**src/rtl/ring_stop.sv**
```systemverilog
// ring_stop: one stop of the unidirectional force-writeback ring.
// Local packets queue in an injection FIFO. Ring traffic always has priority
// for the outgoing slot and advances one hop per cycle. Packets addressed to
// this node are ejected toward the local force cache with the dest field
// stripped.
// Optional build macro RING_STOP_STATS_EN adds three saturating 32-bit
// activity counters (stat_injected, stat_ejected, stat_stall_cycles).
module ring_stop #(
  parameter int NUM_CELLS         = 64,
  parameter int NODE_ID           = 0,
  parameter int DATA_WIDTH        = 32,
  parameter int PARTICLE_ID_WIDTH = 7,
  parameter int NODE_ID_WIDTH     = $clog2(NUM_CELLS),
  parameter int FORCE_DATA_WIDTH  = 3*DATA_WIDTH+PARTICLE_ID_WIDTH,
  parameter int PACKET_WIDTH      = FORCE_DATA_WIDTH+NODE_ID_WIDTH,
  parameter int FIFO_DEPTH        = 8
) (
  input  logic                        clk,
  input  logic                        rst,
  input  logic [PACKET_WIDTH-1:0]     packet_in,
  input  logic                        packet_valid,
  output logic                        ready,
  input  logic                        ring_in_valid,
  input  logic [PACKET_WIDTH-1:0]     ring_in_packet,
  output logic                        ring_out_valid,
  output logic [PACKET_WIDTH-1:0]     ring_out_packet,
  output logic                        data_valid,
  output logic [FORCE_DATA_WIDTH-1:0] data_out,
  output logic                        idle
`ifdef RING_STOP_STATS_EN
  ,
  output logic [31:0]                 stat_injected,
  output logic [31:0]                 stat_ejected,
  output logic [31:0]                 stat_stall_cycles
`endif
);

  localparam int PTR_W = $clog2(FIFO_DEPTH);
  localparam logic [NODE_ID_WIDTH-1:0] MY_ID = NODE_ID_WIDTH'(NODE_ID);
  localparam logic [PTR_W:0] FULL_COUNT = (PTR_W+1)'(FIFO_DEPTH);

  // Injection FIFO storage and bookkeeping.
  logic [PACKET_WIDTH-1:0] fifo_mem [FIFO_DEPTH];
  logic [PTR_W-1:0]        rd_ptr;
  logic [PTR_W-1:0]        wr_ptr;
  logic [PTR_W:0]          count;

  logic [PACKET_WIDTH-1:0]  head;
  logic [NODE_ID_WIDTH-1:0] head_dest;
  logic [NODE_ID_WIDTH-1:0] ring_dest;
  logic                     fifo_empty;
  logic                     push;
  logic                     ring_eject;
  logic                     ring_fwd;
  logic                     pop_send;
  logic                     pop_eject;
  logic                     pop;

  assign head       = fifo_mem[rd_ptr];
  assign head_dest  = head[PACKET_WIDTH-1 -: NODE_ID_WIDTH];
  assign ring_dest  = ring_in_packet[PACKET_WIDTH-1 -: NODE_ID_WIDTH];
  assign fifo_empty = (count == '0);
  assign ready      = (count != FULL_COUNT);
  assign push       = packet_valid && ready;
  assign pop        = pop_send || pop_eject;
  assign idle       = fifo_empty && !ring_out_valid;

  // Slot arbitration: ring first, then FIFO head; a self-addressed head
  // waits whenever the ring packet already uses the single ejection port.
  always_comb begin
    // NOTE: every signal gets a default first so no path can infer a latch.
    ring_eject = 1'b0;
    ring_fwd   = 1'b0;
    pop_send   = 1'b0;
    pop_eject  = 1'b0;
    if (ring_in_valid) begin
      if (ring_dest == MY_ID) ring_eject = 1'b1;
      else                    ring_fwd   = 1'b1;
    end
    if (!ring_fwd && !fifo_empty) begin
      if (head_dest != MY_ID) pop_send  = 1'b1;
      else if (!ring_eject)   pop_eject = 1'b1;
    end
  end

  // FIFO data array write port.
  // NOTE: the storage array is deliberately not reset; count gates every read.
  always_ff @(posedge clk) begin
    if (push) fifo_mem[wr_ptr] <= packet_in;
  end

  // FIFO pointers and occupancy; simultaneous push and pop keep count steady.
  always_ff @(posedge clk) begin
    // NOTE: sequential state uses non-blocking assignments so all registers
    // update together from the pre-edge values.
    if (rst) begin
      rd_ptr <= '0;
      wr_ptr <= '0;
      count  <= '0;
    end else begin
      if (push) wr_ptr <= wr_ptr + 1'b1;
      if (pop)  rd_ptr <= rd_ptr + 1'b1;
      if (push && !pop)      count <= count + 1'b1;
      else if (!push && pop) count <= count - 1'b1;
    end
  end

  // Registered ring output slot and ejection port; payloads hold when idle.
  always_ff @(posedge clk) begin
    if (rst) begin
      ring_out_valid  <= 1'b0;
      ring_out_packet <= '0;
      data_valid      <= 1'b0;
      data_out        <= '0;
    end else begin
      ring_out_valid <= ring_fwd || pop_send;
      if (ring_fwd)      ring_out_packet <= ring_in_packet;
      else if (pop_send) ring_out_packet <= head;
      data_valid <= ring_eject || pop_eject;
      if (ring_eject)     data_out <= ring_in_packet[FORCE_DATA_WIDTH-1:0];
      else if (pop_eject) data_out <= head[FORCE_DATA_WIDTH-1:0];
    end
  end

`ifdef RING_STOP_STATS_EN
  // Saturating activity counters, aligned with the registered outputs.
  always_ff @(posedge clk) begin
    if (rst) begin
      stat_injected     <= '0;
      stat_ejected      <= '0;
      stat_stall_cycles <= '0;
    end else begin
      if (pop_send && stat_injected != '1)
        stat_injected <= stat_injected + 1'b1;
      if ((ring_eject || pop_eject) && stat_ejected != '1)
        stat_ejected <= stat_ejected + 1'b1;
      if (!fifo_empty && !pop && stat_stall_cycles != '1)
        stat_stall_cycles <= stat_stall_cycles + 1'b1;
    end
  end
`endif

  // An out-of-range destination would circulate forever; flag it on entry.
  a_ring_dest_legal : assert property (@(posedge clk) disable iff (rst)
    ring_in_valid |-> (32'(ring_dest) < NUM_CELLS));
  a_local_dest_legal : assert property (@(posedge clk) disable iff (rst)
    push |-> (32'(packet_in[PACKET_WIDTH-1 -: NODE_ID_WIDTH]) < NUM_CELLS));

endmodule

```
**config.mk**
```make
export PLATFORM = sky130hd
export DESIGN_NAME = ring_stop
export DESIGN_NICKNAME = d
export VERILOG_FILES = /design/src/rtl/ring_stop.sv
export SDC_FILE = /design/constraint.sdc
export NUM_CORES = 1
export LEC_CHECK = 0
export BUFFER_PORTS_ARGS = -buffer_cell sky130_fd_sc_hd__buf_4
export CAP_MARGIN = 40
export CORE_ASPECT_RATIO = 1.1
export CORE_UTILIZATION = 60
export DETAILED_ROUTE_END_ITERATION = 10
export PLACE_DENSITY = 0.81
export SYNTH_ARGS = -nofsm -noshare
export SYNTH_HDL_FRONTEND = slang
export SYNTH_SLANG_ARGS = --single-unit
```
**constraint.sdc**
```tcl
create_clock -name clk -period 32.5 [get_ports clk]
set_input_delay 6.5 -clock clk [delete_from_list [all_inputs] [get_ports clk]]
set_output_delay 6.5 -clock clk [all_outputs]
set_load 0.02 [all_outputs]
```
==> implementation parameters <==
Parameter                              Value

Run status
  Outcome    completed

Synthesis
  Post-synthesis sequential element count    1099
  Largest area contributor in the netlist    edfxtp_1
  Syn_area_per_cell    17.2 um2
  Most used flip-flop cell after synthesis    edfxtp_1
  Yosys warns    0
  EDFF count, synth    872
  Total nets after synthesis    2792
  Area of the mapped netlist    44000 um2
  Count of cell types in the netlist    41
  Number of instances in the synthesized netlist    2564
  Fraction of post-synthesis cell area in the top cell type by area    59.5%
  Cells taking the most area after synthesis    edfxtp_1, mux4_2, dfxtp_1
  Asr flop ratio synth    0%
  Sequential fraction of the synthesis area    69.9%

Global routing
  Vias in the first global route    26700
  Initial antenna violation count    26
  Remaining Overflow, GRT    0
  First-pass GRT wire length    163000 um
  Aggregate global-route resource usage    29.4%
  Pin count of the biggest net entering global routing    212

Clock network
  Clock root buffer    clkbuf_16
  TritonCTS clock tree    yes
  Deepest level of the CTS H-tree    3
  Post-cts resize count    0
  Deepest clock path buffer count    3
  Clock network latency to the later pin of the worst-skew pair    0.66 ns
  Post-cts hold buffer count    0
  Number of buffers inserted to repair setup after CTS    0
  Clock-pin transition on the worst setup and hold timing paths    0.06 ns
  Total number of clock tree sinks    1099
  CTS Buf Count    104

Setup path
  Buf+Inv Stages, Crit Path    3
  CP Cell Sequence    buf_4 > nor2_1 > a31o_4 > nand2_4 > a21oi_1 > inv_1 > ha_1 > inv_1 > ha_1 > a21o_1 > a21oi_1 > xnor2_1 > or3_1 > a21oi_1
  Startpoint kind of the worst setup timing path    input port
  Worst Path Required    33.08 ns
  Slowest cell on the critical path    nand2_4
  Arrival time of the worst setup path    10.57 ns
  Stage delay of the slowest cell on the critical path    0.63 ns
  Type of the worst setup path    input port to flip-flop
  Gate family responsible for the most delay along the worst path    compound AO/OA/AOI/OAI gates
  Cell seen most often among critical-path stages    a21oi_1
  Crit end category    flip-flop
  Critical-path maximum fanout    58

Floorplan
  Core footprint    72200 um2
  Initial Utilization    61.0%
  I/O pin cnt    438
  DIE WIDTH    260 um
  Site row count    103
  Floorplan die area    74400 um2
  Y dimension of the die    286 um

Place
  Port buffer count    437
  Detailed placer's ending HPWL    63900 um
  Weighted congestion reported at the end of routability-driven placement    0.808
  Worst setup slack after placement    22.11 ns

Timing
  Clock tree skew after final layout    0.0151 ns
  Worst slew margin relative to its limit    34.3%
  Top achievable clock speed    100 MHz
  Worst-margin pin slew    0.985 ns
  Final clock period utilization by the worst path    30.7%
  Unrepaired setup endpoints after global routing    false
  Number of slew-limit violations in the final report    0
  Min cycle time layout    9.99 ns
  Final worst setup slack    22.51 ns
  Post-Route Hold Slack    0.522 ns
  Setup TNS    0 ns
  Setup-failing EPs final    0
  Final Hold Viols    0

Cells and area
  Layout overhead on the synthesized area    18.5%
  Nets    3202
  Fraction of final layout cells sized beyond drive strength 1    36.3%
  Most common cell after layout, fill and taps aside    edfxtp_1
  Commonest non-fill, non-tap cells in the layout    edfxtp_1, buf_4, dfxtp_1

Drt
  DRC violation count after routing    0
  DRC violation total after the first TritonRoute iteration    2707
  Average via count per standard cell    6.44
  Total wire length    109000 um
  Pre-antenna DRT Iters    6
  Wire length per cell after detailed routing    27.1 um
  Overall via count from detail_route    26000
  Antenna-violating nets left    0

Worst hold path
  Tightest Hold Check Type    flip-flop to flip-flop

Pwr
  LEAKAGE    18.1 nW
  Power per unit of standard cell area    76.2 nW/um2
  Max rail drop VDD    59.5 uV

Job
  Max Cap Violations    0
where the power goes:
part	switching, W	total (W)	internal [W]
Combinational	0.000561	0.00101	0.000446
Clock	0.000522	0.00127	0.000745
Sequential	0.0000645	0.00170	0.00163
cell usage after synthesis (all sizes together) (3+ instances only):
master and count:
clkbuf 118, mux2i 117, ha 5, nor2 126
nor3 108, a2111oi 107, inv 5, edfxtp 872
o21ai 210, mux4 214, nand2 114, o211ai 3
or3 109, buf 75, a21oi 14, xnor2 3
dfxtp 227, mux2 107, nand2b 6
per-layer routing:
metal  global-route usage [%]  wire length, um  vias to the layer above
met5                        0              122                        -
met4                     14.0             4520                       16
met3                     5.46             8610                      265
met2                     48.1            55400                     1283
met1                     38.1            40600                    13300
li1                         -                -                    11100
area by class of cell:
type	instances	area, um2
Multi-Input combinational cell	1267	12500
Clock inverter	59	686
Tap cell	945	1180
Clock buffer	138	2950
Fill cell	4234	20000
Inverter	5	18.8
Sequential cell	1099	30700
Antenna cell	19	47.5
Timing Repair Buffer	497	4040
logic make-up after synthesis:
family / after synthesis / synth area share (%)
xor+xnor: 5 / 0.0996
buf+inv: 198 / 2.08
compound gates: 345 / 6.35
mux: 438 / 16.4
flops: 1099 / 69.9
simple gates: 473 / 5.08
fa+ha+maj: 6 / 0.188
tightest hold or removal path, stage by stage (launching register included):
cell	delay, ns
dfxtp_1	0.32
o211ai_1	0.08
a21oi_1	0.07
registers in the layout, summed over array words and instances, names as in the netlist, named ones only:
signal and count:
fifo_mem 872, data_valid 1, count 4, rd_ptr 3, ring_out_packet 109, ring_out_valid 1, wr_ptr 3, data_out 103
per-stage QoR:
| step | utilization (%) | instance area [um2] | power, W | std cells |
|---|---|---|---|---|
| 3_3_place_gp | 66.6 | 48100 | 0.00267 | 3797 |
| 4_1_cts | 72.2 | 52100 | 0.00399 | 4009 |
| 5_1_grt | 72.2 | 52100 | 0.00411 | 4026 |
| 2_1_floorplan | - | 44000 | 0.00242 | 2564 |
| 3_5_place_dp | 67.1 | 48500 | 0.00272 | 3812 |
| 6_report | 72.3 | 52100 | 0.00397 | 4029 |
worst paths after layout:
kind                                      from                                end  slack (ns)  cells past startpoint
max                        ring_in_packet[105]              count[3]$_SDFFE_PP0P_       22.51                     14
min          ring_out_packet[103]$_SDFFE_PP0P_  ring_out_packet[103]$_SDFFE_PP0P_        0.52                      2
max reg2reg                          flip-flop              count[3]$_SDFFE_PP0P_       27.24                     15
min reg2reg  ring_out_packet[103]$_SDFFE_PP0P_  ring_out_packet[103]$_SDFFE_PP0P_        0.52                      2
Note: power is estimated with default switching activity, not from simulation.
